===== config.mk =====
export PLATFORM = sky130hd
export DESIGN_NAME = irq_capture_flat
export DESIGN_NICKNAME = d
export VERILOG_FILES = /design/src/rtl/irq_capture_pkg.sv /design/src/rtl/irq_capture_if.sv /design/src/rtl/irq_sync_edge.sv /design/src/rtl/irq_capture.sv /design/src/flat_wrapper.sv
export SDC_FILE = /design/constraint.sdc
export NUM_CORES = 1
export LEC_CHECK = 0
export CAP_MARGIN = 15
export CORE_ASPECT_RATIO = 0.9
export CORE_MARGIN = 5
export CORE_UTILIZATION = 30
export DETAILED_ROUTE_END_ITERATION = 8
export HOLD_SLACK_MARGIN = 0.02
export SLEW_MARGIN = 20
export SYNTH_ARGS = -nofsm -noshare
export SYNTH_HDL_FRONTEND = slang
export SYNTH_SLANG_ARGS = --single-unit

===== constraint.sdc =====
create_clock -name clk -period 3.65 [get_ports clk]
set_clock_uncertainty 0.15 [all_clocks]
set_input_delay 0.5475 -clock clk [delete_from_list [all_inputs] [get_ports clk]]
set_output_delay 0.5475 -clock clk [all_outputs]
set_load 0.01 [all_outputs]

===== src/rtl/irq_capture_pkg.sv =====
// Shared CPU-side definitions for the interrupt capture block: line count,
// FSM encoding, priority helper and the manager's subroutine addresses.
package irq_capture_pkg;

  localparam int NUM_LINES = 4;
  localparam int SEL_W     = 2;

  typedef logic [1:0] irq_state_t;

  localparam irq_state_t ST_IDLE  = 2'd0;
  localparam irq_state_t ST_SERVE = 2'd1;
  localparam irq_state_t ST_GAP   = 2'd2;

  // Interrupt manager subroutine entry points, one per line.
  localparam logic [15:0] ISR_BASE_ADDR = 16'h0100;
  localparam logic [15:0] ISR_STRIDE    = 16'h0010;

  function automatic logic [15:0] isr_addr(input logic [SEL_W-1:0] line);
    return ISR_BASE_ADDR + (16'(line) * ISR_STRIDE);
  endfunction

  // Bit 0 is the highest priority, so the lowest set index wins.
  function automatic logic [SEL_W-1:0] lowest_set(input logic [NUM_LINES-1:0] vec);
    logic [SEL_W-1:0] idx;
    idx = '0;
    for (int i = NUM_LINES - 1; i >= 0; i--) begin
      if (vec[i]) idx = i[SEL_W-1:0];
    end
    return idx;
  endfunction

endpackage


===== src/rtl/irq_capture_if.sv =====
// Request, mask and service-handshake signals between the CPU/peripherals
// (master) and the capture block (slave).
interface irq_capture_if;

  logic [irq_capture_pkg::NUM_LINES-1:0] irq_in;
  logic                                  mask_we;
  logic [irq_capture_pkg::NUM_LINES-1:0] mask_in;
  logic                                  fin;
  logic                                  iport1;
  logic                                  iport2;
  logic                                  iport3;
  logic                                  iport4;
  logic [irq_capture_pkg::NUM_LINES-1:0] pending;
  logic [irq_capture_pkg::NUM_LINES-1:0] ovf;
  logic                                  busy;

  modport master (
    output irq_in, mask_we, mask_in, fin,
    input  iport1, iport2, iport3, iport4, pending, ovf, busy
  );

  modport slave (
    input  irq_in, mask_we, mask_in, fin,
    output iport1, iport2, iport3, iport4, pending, ovf, busy
  );

endinterface


===== src/rtl/irq_sync_edge.sv =====
// Per-line synchronizer with rising-edge detect on the last two stages.
// A parallel fill chain suppresses a false edge from a line already high at reset release.
module irq_sync_edge #(
  parameter int SYNC_STAGES = 2
) (
  input  logic clk,
  input  logic reset,
  input  logic irq_async,
  output logic rise
);

  logic [SYNC_STAGES-1:0] sync_reg;
  logic [SYNC_STAGES-1:0] fill_reg;

  always_ff @(posedge clk or negedge reset) begin
    if (!reset) begin
      sync_reg <= '0;
      fill_reg <= '0;
    end else begin
      sync_reg <= {sync_reg[SYNC_STAGES-2:0], irq_async};
      fill_reg <= {fill_reg[SYNC_STAGES-2:0], 1'b1};
    end
  end

  // Only trust the comparison once the last stage holds a post-reset sample.
  assign rise = fill_reg[SYNC_STAGES-1] & sync_reg[SYNC_STAGES-2] & ~sync_reg[SYNC_STAGES-1];

endmodule


===== src/rtl/irq_capture.sv =====
// Captures asynchronous interrupt edges, latches them as pending, and presents
// one request at a time to the interrupt manager with a mandatory low gap.
module irq_capture
  import irq_capture_pkg::*;
#(
  parameter int                   SYNC_STAGES = 2,
  parameter logic [NUM_LINES-1:0] MASK_RST    = 4'b1111
) (
  input  logic          clk,
  input  logic          reset,
  irq_capture_if.slave  bus
);

  logic [NUM_LINES-1:0] edge_det;
  logic [NUM_LINES-1:0] en_edge;
  logic [NUM_LINES-1:0] clr_vec;
  logic [NUM_LINES-1:0] ovf_evt;
  logic [NUM_LINES-1:0] serve_vec;

  logic [NUM_LINES-1:0] pending_reg, pending_next;
  logic [NUM_LINES-1:0] ovf_reg, ovf_next;
  logic [NUM_LINES-1:0] mask_reg, mask_next;
  irq_state_t           state_reg, state_next;
  logic [SEL_W-1:0]     sel_reg, sel_next;

  genvar gi;
  generate
    for (gi = 0; gi < NUM_LINES; gi++) begin : g_line
      irq_sync_edge #(
        .SYNC_STAGES (SYNC_STAGES)
      ) u_sync_edge (
        .clk       (clk),
        .reset     (reset),
        .irq_async (bus.irq_in[gi]),
        .rise      (edge_det[gi])
      );
    end
  endgenerate

  always_comb begin
    state_next = state_reg;
    sel_next   = sel_reg;
    clr_vec    = '0;
    case (state_reg)
      ST_IDLE: begin
        if (|(pending_reg & mask_reg)) begin
          sel_next   = lowest_set(pending_reg & mask_reg);
          state_next = ST_SERVE;
        end
      end
      ST_SERVE: begin
        if (bus.fin) begin
          clr_vec[sel_reg] = 1'b1;
          state_next       = ST_GAP;
        end
      end
      ST_GAP:  state_next = ST_IDLE;
      default: state_next = ST_IDLE;
    endcase
  end

  // A new edge on the line being retired is a fresh request, not an overflow.
  always_comb begin
    en_edge      = edge_det & mask_reg;
    ovf_evt      = en_edge & pending_reg & ~clr_vec;
    pending_next = (pending_reg & ~clr_vec) | en_edge;
    ovf_next     = (bus.mask_we ? '0 : ovf_reg) | ovf_evt;
    mask_next    = bus.mask_we ? bus.mask_in : mask_reg;
  end

  always_ff @(posedge clk or negedge reset) begin
    if (!reset) begin
      state_reg   <= ST_IDLE;
      sel_reg     <= '0;
      pending_reg <= '0;
      ovf_reg     <= '0;
      mask_reg    <= MASK_RST;
    end else begin
      state_reg   <= state_next;
      sel_reg     <= sel_next;
      pending_reg <= pending_next;
      ovf_reg     <= ovf_next;
      mask_reg    <= mask_next;
    end
  end

  always_comb begin
    serve_vec = '0;
    if (state_reg == ST_SERVE) serve_vec[sel_reg] = 1'b1;
  end

  assign bus.iport1  = serve_vec[0];
  assign bus.iport2  = serve_vec[1];
  assign bus.iport3  = serve_vec[2];
  assign bus.iport4  = serve_vec[3];
  assign bus.pending = pending_reg;
  assign bus.ovf     = ovf_reg;
  assign bus.busy    = (state_reg != ST_IDLE);

endmodule


===== src/flat_wrapper.sv =====
// flat-port wrapper written by rule: the top's interface ports become plain ports
module irq_capture_flat import irq_capture_pkg::*;
#(
  parameter int                   SYNC_STAGES = 2,
  parameter logic [NUM_LINES-1:0] MASK_RST    = 4'b1111
)
  (clk, reset, bus_irq_in, bus_mask_we, bus_mask_in, bus_fin, bus_iport1, bus_iport2, bus_iport3, bus_iport4, bus_pending, bus_ovf, bus_busy);
  irq_capture_if bus_i ();
  input  logic clk;
  input  logic reset;
  input wire logic [$bits(bus_i.irq_in)-1:0] bus_irq_in;
  input wire logic [$bits(bus_i.mask_we)-1:0] bus_mask_we;
  input wire logic [$bits(bus_i.mask_in)-1:0] bus_mask_in;
  input wire logic [$bits(bus_i.fin)-1:0] bus_fin;
  output wire logic [$bits(bus_i.iport1)-1:0] bus_iport1;
  output wire logic [$bits(bus_i.iport2)-1:0] bus_iport2;
  output wire logic [$bits(bus_i.iport3)-1:0] bus_iport3;
  output wire logic [$bits(bus_i.iport4)-1:0] bus_iport4;
  output wire logic [$bits(bus_i.pending)-1:0] bus_pending;
  output wire logic [$bits(bus_i.ovf)-1:0] bus_ovf;
  output wire logic [$bits(bus_i.busy)-1:0] bus_busy;
  assign bus_i.irq_in = bus_irq_in;
  assign bus_i.mask_we = bus_mask_we;
  assign bus_i.mask_in = bus_mask_in;
  assign bus_i.fin = bus_fin;
  assign bus_iport1 = bus_i.iport1;
  assign bus_iport2 = bus_i.iport2;
  assign bus_iport3 = bus_i.iport3;
  assign bus_iport4 = bus_i.iport4;
  assign bus_pending = bus_i.pending;
  assign bus_ovf = bus_i.ovf;
  assign bus_busy = bus_i.busy;
  irq_capture #(.SYNC_STAGES(SYNC_STAGES), .MASK_RST(MASK_RST)) u_core (.clk(clk), .reset(reset), .bus(bus_i));
endmodule

* After elaboration in Yosys (flattened, before gate mapping)
Cells that the tools add are included.
** Cells by class
- $add $sub $neg :: 0
- $mul :: 0
- Div/mod/pow operators :: 0
- $lt $le $gt $ge :: 2
- Equality and inequality tests :: 3
- Shift operators :: 0
- Muxes and demuxes :: 13
- Bitwise logic cells :: 20
- Reductions and logical operators :: 6
** Operators with widths (number)
- bitwise AND 4 bit :: 5
- two-way mux 4 bit :: 4
- two-way mux 2 bit :: 6
- bitwise AND 1 bit :: 8
- bitwise OR 4 bit :: 2
- inverter 1 bit :: 4
- inverter 4 bit :: 1
- one-hot mux 2 bit (2 select lines) :: 1
- AND reduction 2 bit :: 2
- OR reduction 4 bit :: 1
- < comparator 2 x 3 -> 1 bit, second input constant :: 1
- demux 1 bit (select 2 bit) :: 1
- equality test 2 x 1 -> 1 bit, second input constant :: 1
- >= comparator 2 x 1 -> 1 bit, second input constant :: 1
- zero test 2 bit :: 1
- inequality test 2 x 1 -> 1 bit, second input constant :: 1
- inequality test 2 bit, second input constant :: 1
- nonzero test 2 bit :: 1
- logical AND 1 bit :: 1
- two-way mux 1 bit :: 1
** Word-level totals
- Bits in registers :: 32
- Bits in latches :: 0
- Bits in writable memories :: 0
- Bits in read-only memories :: 0
- Bits of input ports :: 12
- Output and inout port bits :: 13
- Word-level logic and storage cells :: 57
- Memories :: 0

* Longest topological paths before layout
- Word-level depth :: 9
- Depth in mapped cells :: 4
- Depth with buffers taken out :: 4

* By module
A second synthesis with hierarchy kept.
** Second synthesis, totals
- Cell total of the unflattened synthesis :: 89
- Area total of the unflattened synthesis :: 1146.1 um2
** Modules (own cells, without submodules)
- irq_capture :: instances 1, cells an instance 65, area an instance 695.7 um2, seq. area each 405.4 um2
- irq_sync_edge :: instances 4, cells an instance 6, area an instance 112.6 um2, seq. area each 100.1 um2

* Worst setup path before layout
Ideal clock, no wire load.
- Path type :: register to output
- Start point :: reg u_core.state_reg[1]
- End point :: out bus_iport1
- Arrival :: 0.844 ns
- Required time :: 2.952 ns
- Path slack :: 2.109 ns
- Cell stages (with the launch flop) :: 3
- Path through :: dfrtp_1 -> nand2b_1 -> nor3_1
** On the way
- Longest elaborated chain between the ends :: 2
** RTL lines
- start: declaration :: RTL line irq_capture.sv:23 : irq_state_t state_reg, state_next;
- start signal: assignment :: RTL line irq_capture.sv:79 : state_reg <= state_next;
- equality test 2 x 1 -> 1 bit :: RTL line irq_capture.sv:89 : if (state_reg == ST_SERVE) serve_vec[sel_reg] = 1'b1;
- two-way mux 4 bit :: RTL line irq_capture.sv:89
- end: declaration :: RTL line flat_wrapper.sv:15 : output wire logic [$bits(bus_i.iport1)-1:0] bus_iport1;
No other way between the ends.

* Worst setup path in the final report
Same ends and word-level chain as after synthesis.

==> impl_metrics.tcl <==
set metrics [dict create \
    drt_iter0_markers 21 \
    min_path_type "in -> async" \
    stdcell_count 143 \
    syn_avg_cell_area_sq_um 13.0 \
    cts_buffers 3 \
    fmax_mhz 417 \
    required_ns 2.95 \
    ys_seq_elements 26 \
    p_clk_share_pct 13.5 \
    drtAntennaViolNets 0 \
    fillers 324 \
    peakVddDrop_v 0.000263 \
    grt_pass1_vias 708 \
    cts.sinks 26 \
    hold_viol_final 0 \
    postRouteWirelength_mm 1.83 \
    synth-warning-count 0 \
    layout-drive-gt1-share_pct 16.8 \
    crit_fanout 5 \
    clock_latency_ns 0.30 \
    power_density_mw_per_mm2 647 \
    grtUsageTotal_pct 9.06 \
    clock_tree.buffer_depth 2 \
    leakagePower_nw 0.537 \
    synth_fp_nets 87 \
    cts_tree "built" \
    boundaryPins 25 \
    first_pass_iters 4 \
    startpoint_type "flip-flop" \
    critPathCaptureType "output pin" \
    finalMaxSlewViolations 0 \
    die_h_um 64.1 \
    post-cts-setup-buffers 0 \
    area.growth.synth_to_final_pct 31.3 \
    via_per_inst 4.58 \
    tightest_slew_ns 0.548 \
    synth_area_sq_um 975 \
    cts_resized 0 \
    dp_hpwl_mm 1.43 \
    path_class "reg -> out" \
    num_vias 655 \
    syn_inst 75 \
    diodes 0 \
    final_common_cell "clkdlybuf4s50_1" \
    wire_per_inst_um 12.8 \
    core_sq_mm 0.00309 \
    cts_hold_buf 0 \
    synth.yosys.seq_area_share_pct 67.3 \
    period_share_pct 65.7 \
    fin_nets 115 \
    htreeDepth 1 \
    path_clk_slew_ns 0.12 \
    drc 0 \
    comb_power_share_pct 37.1 \
    synth_cell_type_count 25 \
    gp_congestion 0.780 \
    relSlewSlack_pct 63.5 \
    clockRootBuffer "clkbuf_4" \
    grt_max_degree 27 \
    dieArea_sq_mm 0.00449 \
    seqPwrFrac_pct 49.4 \
    p_sw_share_pct 33.3 \
    start_util_pct 31.5 \
    min_period_ns 2.40 \
    antenna_found_initial 0 \
    place_inst 140 \
    finalSetupTns_ns 0 \
    status "finished, final reports clean" \
    p_sw_w 0.000276 \
    num_rows 19 \
    grt_pass1_wl_mm 3.26 \
    port_buffers 24 \
    setup_viol 0 \
    rsz0062_at_grt "false" \
    cap_violations 0 \
    cell_internal_pwr_w 0.000552 \
    die_w_um 70.1 \
    crit_arrival_ns 1.70 \
    final_cell_mix "clkdlybuf4s50_1 (23), dfrtp_1 (22), nand2_1 (7)" \
    grt.overflow.total 0 \
    largest_reg_flops 8 \
]
## worst max-delay path: stages, from the launching register on
cell             delay, ns
dfrtp_1               0.42
nand2b_1              0.22
nor3_1                0.19
clkdlybuf4s50_1       0.57
## synthesized netlist by cell type, drive strengths merged
library cell / instances / area [sq um]
nand4b: 4 / 35.0
a21oi: 2 / 13.8
a22oi: 1 / 7.51
dfrtp: 22 / 551
nand3b: 1 / 20.0
o21ai: 3 / 15.0
a21o: 1 / 7.51
o31ai: 1 / 12.5
buf: 1 / 5.00
dfstp: 4 / 105
o221ai: 1 / 8.76
o22ai: 4 / 25.0
mux2i: 1 / 10.0
nand2b: 3 / 18.8
a31o: 1 / 8.76
inv: 6 / 22.5
o21a: 1 / 7.51
nand2: 7 / 26.3
nor3: 1 / 5.00
conb: 1 / 3.75
mux2: 4 / 45.0
nor2: 5 / 21.3
## power groups by stage
stage / sequential [W] / clock, W / combinational, W
floorplan: 0.000415 / 0 / 0.000157
global placement: 0.000415 / 0 / 0.000309
detailed placement: 0.000416 / 0 / 0.000310
CTS: 0.000410 / 0.000120 / 0.000311
global route: 0.000422 / 0.000130 / 0.000338
finish: 0.000409 / 0.000112 / 0.000307
## per-stage QoR
| stage | worst slack (ns) | total power (W) | hold slack [ns] | util (%) | area [sq um] |
|---|---|---|---|---|---|
| after CTS | 1.20 | 0.000841 | 0.0653 | 41.4 | 1280 |
| after floorplan | 2.11 | 0.000572 | 0.102 | - | 975 |
| after global routing | 1.12 | 0.000891 | 0.0846 | 41.4 | 1280 |
| after detailed placement | 1.57 | 0.000725 | 0.200 | 40.7 | 1260 |
| after global placement | 1.59 | 0.000724 | 0.184 | 40.9 | 1260 |
| final | 1.25 | 0.000828 | 0.0594 | 41.4 | 1280 |
## layout make-up
type / instances / area, sq um / area share (%)
clock buffers: 3 / 22.5 / 1.76
inverters: 6 / 22.5 / 1.76
multi-input cells: 42 / 292 / 22.8
flip-flops and latches: 26 / 656 / 51.2
well taps: 42 / 52.6 / 4.11
repair buffers: 24 / 235 / 18.4
## worst paths after layout
| check | from | to | slack [ns] | cells after the start |
|---|---|---|---|---|
| worst max-delay path | u_core.state_reg[1] | bus_iport1 | 1.25 | 3 |
| worst min-delay path | reset | u_core.g_line[1].u_sync_edge.sync_reg[0] | 0.06 | 1 |
| worst max register to register | u_core.state_reg[0] | u_core.sel_reg[1] | 2.40 | 4 |
| worst min register to register | u_core.g_line[0].u_sync_edge.fill_reg[0] | u_core.g_line[0].u_sync_edge.fill_reg[1] | 0.23 | 0 |
| max in group asynchronous | reset | u_core.mask_reg[0] | 2.92 | 1 |
| min in group clk | u_core.g_line[0].u_sync_edge.fill_reg[0] | u_core.g_line[0].u_sync_edge.fill_reg[1] | 0.23 | 0 |
## layer usage
metal / vias up / GRT usage (%) / wire, um
li1: 314 / - / -
met1: 321 / 11.7 / 832
met2: 18 / 14.3 / 896
met3: 2 / 2.35 / 86
met4: 0 / 4.31 / 13
met5: - / 0 / 0
## kinds of logic after synthesis
group,share of synthesized area [%]
other cells,0.385
buf+inv,2.82
simple gates,13.0
mux,5.65
compound gates,10.9
flops,67.3
Note: power is estimated with default switching activity, not from simulation.
==> variant 1: new RTL, same settings <==
`SYNC_STAGES` is set to 2 in 3 places; all go to 4.
--- a/src/rtl/irq_sync_edge.sv
+++ b/src/rtl/irq_sync_edge.sv
@@ -1,7 +1,7 @@
 // Per-line synchronizer with rising-edge detect on the last two stages.
 // A parallel fill chain suppresses a false edge from a line already high at reset release.
 module irq_sync_edge #(
-  parameter int SYNC_STAGES = 2
+  parameter int SYNC_STAGES = 4
 ) (
   input  logic clk,
   input  logic reset,
--- a/src/rtl/irq_capture.sv
+++ b/src/rtl/irq_capture.sv
@@ -3,7 +3,7 @@
 module irq_capture
   import irq_capture_pkg::*;
 #(
-  parameter int                   SYNC_STAGES = 2,
+  parameter int                   SYNC_STAGES = 4,
   parameter logic [NUM_LINES-1:0] MASK_RST    = 4'b1111
 ) (
   input  logic          clk,
--- a/src/flat_wrapper.sv
+++ b/src/flat_wrapper.sv
@@ -1,7 +1,7 @@
 // flat-port wrapper written by rule: the top's interface ports become plain ports
 module irq_capture_flat import irq_capture_pkg::*;
 #(
-  parameter int                   SYNC_STAGES = 2,
+  parameter int                   SYNC_STAGES = 4,
   parameter logic [NUM_LINES-1:0] MASK_RST    = 4'b1111
 )
   (clk, reset, bus_irq_in, bus_mask_we, bus_mask_in, bus_fin, bus_iport1, bus_iport2, bus_iport3, bus_iport4, bus_pending, bus_ovf, bus_busy);
Function: changed (a bounded check fails within 4 cycles, from zero or initial values and one cycle with reset low).
==> variant 1 against the original RTL <==
  * Maximum frequency increased by 2.1%
  * Area after synthesis rose by 26%
  * Clock power grew to 2.7 times the old value
  * Setup slack better by 50 ps
  * Wire length increased by 15%
  * Cell area increased by 27%
  * Die area rose by 22%
  * Sequential cell count grew 10
  * Total power up 37%
  * Critical endpoint unchanged
  * Largest cell class unchanged
==> variant 1: results (changes against the original RTL) <==
stage;metric;value;unit;change
outcome;status;finished, final reports clean;;
placement;Cells after DPL;157;;+12%
cts;depth of the CTS H-tree;2;;+1
global_routing;largest net degree at the start of global routing;37;;+37%
routing;Routed WL;2110;µm;+15%
sta;hold_ws;198;ps;+139 ps
critical_path;launching point of the worst reg2reg path;u_core.sel_reg[0];;
routing;TritonRoute pass-1 iters;4;;unchanged
cts;post-CTS resize count;0;;unchanged
placement;gp weighted congestion;0.753;;-3.4%
pwr;Worst IR Drop VDD;0.000249;V;-5.6%
finish;Layout Nets;128;;+11%
critical_path;critical-path maximum fanout;5;;unchanged
critical_path;Worst R2R End;u_core.bus.ovf[2];;
pwr;Sw Ratio;29.2;%;-4.1 points
cts;clock-pin slew on the worst setup and hold paths;60;ps;-60 ps
synthesis;post-synthesis sequential area ratio;74.0;%;+6.7 points
global_routing;vias in the first global route;756;;+6.8%
worst_hold_path;worst min-delay path class;register to register;;
placement;DPL Wire Length;1550;µm;+8.2%
synthesis;Commonest cells post-synth;dfrtp_1, nand2_1, inv_1;;
cts;CTS Buf Count;5;;+2
critical_path;R2R cell count;3;;-1
cts;worst-skew pair later-pin latency;270;ps;-30 ps
synthesis;Ys Warns;0;;unchanged
synthesis;post-synthesis net count;97;;+11%
placement;dpl cell area;1530;µm²;+21%
pwr;Static Leak;0.000696;µW;+30%
finish;max FFs per register;16;;+8
routing;wire per inst;12.8;µm;-0.26%
critical_path;FF-to-FF setup slack;2390;ps;
synthesis;Post-Syn Instances;85;;+13%
placement;Port-buffer cells;24;;unchanged
synthesis;Yosys cell types;25;;unchanged
routing;drt via density;4.41;;-3.8%
finish;share of cells above drive strength 1;17.9;%;+1.1 points
cts;Clock Root Buffer;clkbuf_8;;
cts;clk buf depth;2;;unchanged
synthesis;top cells by area, synth;dfrtp_1, dfstp_2, mux2_2;;
floorplan;Initial Util;30.5;%;-1.1 points
global_routing;first-pass GRT wire length;3660;µm;+13%
global_routing;gr usage total;8.53;%;-0.54 points
synthesis;EDFF count, synth;0;;unchanged
routing;initial DRC count;32;;+52%
critical_path;CP arrival;1650;ps;-50 ps
synthesis;FFs w/ async S/R, synth;100;%;unchanged
placement;post-place setup slack;1610;ps;+45.8 ps
[variant 1: changes by cell type after synthesis]
cell / before / now
dfrtp_1: 22 / 32
[variant 1: cell type report]
| type | instances | area, µm² |
|---|---|---|
| inverter | 6 | 22.5 |
| tap | 48 | 60.1 |
| sequential | 36 | 906 |
| timing repair buffer | 25 | 248 |
| fill | 385 | 2390 |
| multi-input combinational | 42 | 292 |
| clock buffer | 8 | 100 |
[variant 1: worst max-delay path by stage]
stage,from,to,slack [ps]
final,u_core.state_reg[1],bus_iport1,1300
after global routing,u_core.state_reg[1],bus_iport1,1220
after CTS,u_core.state_reg[1],bus_iport1,1290
after detailed placement,u_core.state_reg[1],bus_iport1,1610
after global placement,u_core.state_reg[1],bus_iport1,1670
after floorplan,u_core.state_reg[1],bus_iport1,2110
[variant 1: layer usage]
metal	up-vias	routed length, µm	global-route usage, %	part of all wire, %
met5	-	0	0	0
met4	0	24	3.05	1.1
met3	4	179	5.09	8.5
met2	24	956	11.0	45
met1	350	946	11.7	45
li1	349	-	-	-
[variant 1: power groups by stage]
stage / clock (µW) / sequential [µW] / combinational, µW
floorplan: 0 / 534 / 157
global placement: 0 / 532 / 304
global route: 329 / 540 / 340
CTS: 309 / 530 / 313
detailed placement: 0 / 537 / 312
finish: 297 / 530 / 309
[variant 1: kinds of logic (layout without fill, tap and decap cells)]
logic type | Yosys count | after routing | synth area share [%]
AO/OA/AOI/OAI | 15 | 15 | 8.68
flip-flops | 36 | 36 | 74.0
buffers and inverters | 7 | 39 | 2.25
other | 1 | 1 | 0.306
multiplexers | 5 | 5 | 4.49
AND/OR/NAND/NOR | 21 | 21 | 10.3
[variant 1: worst max-delay path, stage by stage, from the launching register on]
cell,delay (ps)
dfrtp_1,410
nand2b_1,220
nor3_1,180
clkdlybuf4s50_1,570
==> variant 2: new RTL, config.mk and constraints unchanged <==
Made on the original files. Reset style: synchronous (`reset`), changed in 2 clocked blocks. Comments in the files are not updated.
--- a/src/rtl/irq_sync_edge.sv
+++ b/src/rtl/irq_sync_edge.sv
@@ -12,7 +12,7 @@
   logic [SYNC_STAGES-1:0] sync_reg;
   logic [SYNC_STAGES-1:0] fill_reg;
 
-  always_ff @(posedge clk or negedge reset) begin
+  always_ff @(posedge clk) begin
     if (!reset) begin
       sync_reg <= '0;
       fill_reg <= '0;
--- a/src/rtl/irq_capture.sv
+++ b/src/rtl/irq_capture.sv
@@ -68,7 +68,7 @@
     mask_next    = bus.mask_we ? bus.mask_in : mask_reg;
   end
 
-  always_ff @(posedge clk or negedge reset) begin
+  always_ff @(posedge clk) begin
     if (!reset) begin
       state_reg   <= ST_IDLE;
       sel_reg     <= '0;
Formal check against the unedited RTL: differs if reset is asserted again (counterexample within 4 cycles, from zero or initial values and one cycle with reset low); with reset held inactive, the same outputs for 10 cycles.
==> variant 2 against the original RTL <==
  * Setup slack better by 61 ps
  * Count of clock-buffer cells in the layout up 1
  * Cell area about the same
  * Global-route usage up 0.77 points
  * Synthesized cell count up 28%
  * Wire length up 11%
  * Core utilization up 0.28 points
  * Area after synthesis down 1.7%
  * Via count up 17%
  * Sequential cell count unchanged
  * Maximum frequency up 2.6%
Power is not compared: it rests on default switching activity, and its combinational part moved more than twofold at a synthesized area within 25%.
==> variant 2: results (changes against the original RTL) <==
stage;metric;value;unit;change
routing;TritonRoute pass-1 iters;4;;unchanged
synthesis;Top FF cell, synth;dfxtp_1;;
global_routing;largest net degree at the start of global routing;22;;-19%
sta;hold_ws;309;ps;+250 ps
cts;clock-pin slew on the worst setup and hold paths;140;ps;+20 ps
global_routing;first-pass GRT wire length;3570;µm;+9.8%
synthesis;Commonest cells post-synth;dfxtp_1, nand2_1, and2_1;;
cts;clk buf depth;2;;unchanged
synthesis;synthesized area per cell;9.98;µm²;-23%
global_routing;vias in the first global route;800;;+13%
synthesis;Yosys cell types;24;;-4.0%
placement;gp weighted congestion;0.737;;-5.5%
routing;drt via density;4.72;;+3.0%
synthesis;Ys Warns;0;;unchanged
routing;via count;769;;+17%
routing;initial DRC count;28;;+33%
placement;Cells after DPL;159;;+14%
critical_path;critical-path maximum fanout;9;;+4
worst_hold_path;worst min-delay path class;register to register;;
synthesis;FFs w/ async S/R, synth;0;%;-100 points
synthesis;post-synthesis sequential area ratio;54.3;%;-13 points
cts;post-CTS resize count;0;;unchanged
synthesis;top cells by area, synth;dfxtp_1, nand2_1, and2_1;;
critical_path;CP max stage cell;clkdlybuf4s50_1;;
routing;wire per inst;12.5;µm;-2.5%
pwr;Static Leak;0.000480;µW;
outcome;status;finished, final reports clean;;
placement;DPL Wire Length;1550;µm;+8.7%
global_routing;gr usage total;9.83;%;+0.77 points
sta;max_slew headroom;75.4;%;+12 points
critical_path;CP arrival;1640;ps;-60 ps
finish;Layout Nets;134;;+17%
synthesis;post-synthesis net count;108;;+24%
pwr;Sw Ratio;22.8;%;
finish;share of cells above drive strength 1;6.61;%;-10 points
placement;dpl cell area;1240;µm²;-1.2%
critical_path;Max stage delay on crit path;590;ps;+20 ps
variant 2: cell types whose count changed after synthesis, sizes merged, moves of 3 or more:
cell and delta:
inv -4, o31ai +3, mux2i +4, nand3b +3, mux2 -4, dfxtp +26, a21oi +3, dfrtp -22
nand2 +9, o22ai -4, dfstp -4, nand2b -3, clkbuf +3, and2 +9
variant 2: path summary, 6_finish.rpt:
kind / from / endpoint / slack, ps / cells after the start
min: u_core.g_line[1].u_sync_edge.fill_reg[0] / u_core.g_line[0].u_sync_edge.fill_reg[1] / 310 / 1
max reg2reg: u_core.state_reg[0] / u_core.bus.pending[3] / 2400 / 4
max: u_core.state_reg[0] / bus_iport1 / 1310 / 2
min reg2reg: u_core.g_line[1].u_sync_edge.fill_reg[0] / u_core.g_line[0].u_sync_edge.fill_reg[1] / 310 / 1
variant 2: worst max-delay path, delay by kind of cell (launching register included):
kind,cells,cell delay (ps)
buf+inv,1,590
flops,1,480
simple gates,1,260
variant 2: kinds of logic after synthesis:
kind of cell | share of synthesized area [%]
DFF | 54.3
AOI/OAI and AO/OA | 10.4
and+or+nand+nor | 27.5
muxes | 5.22
buffers and inverters | 2.48
variant 2: power by group through the flow:
stage | clock, µW | sequential [µW] | combinational (µW)
detailed placement | 0 | 313 | 54.8
floorplan | 0 | 310 | 28.0
CTS | 150 | 306 | 54.9
global placement | 0 | 312 | 53.3
global route | 166 | 309 | 60.0
finish | 142 | 306 | 53.9
variant 2: area by class of cell:
cell class / instances / area, µm²
timing repair buffer: 25 / 248
fill: 304 / 1790
tap: 42 / 52.6
clock buffer: 4 / 36.3
multi-input combinational: 64 / 414
inverter: 2 / 7.51
sequential: 26 / 520
variant 2: layer usage:
metal | vias up | wire length (µm) | global-route usage, %
met5 | - | 0 | 0
met4 | 0 | 10 | 0.732
met3 | 2 | 118 | 4.29
met2 | 20 | 904 | 16.0
met1 | 357 | 1000 | 12.6
li1 | 390 | - | -
variant 2: per-stage QoR:
| stage | power, µW | setup slack, ps |
|---|---|---|
| after global routing | 535 | 1140 |
| after floorplan | 338 | 2100 |
| after detailed placement | 367 | 1540 |
| final | 502 | 1310 |
| after global placement | 365 | 1590 |
| after CTS | 511 | 1300 |
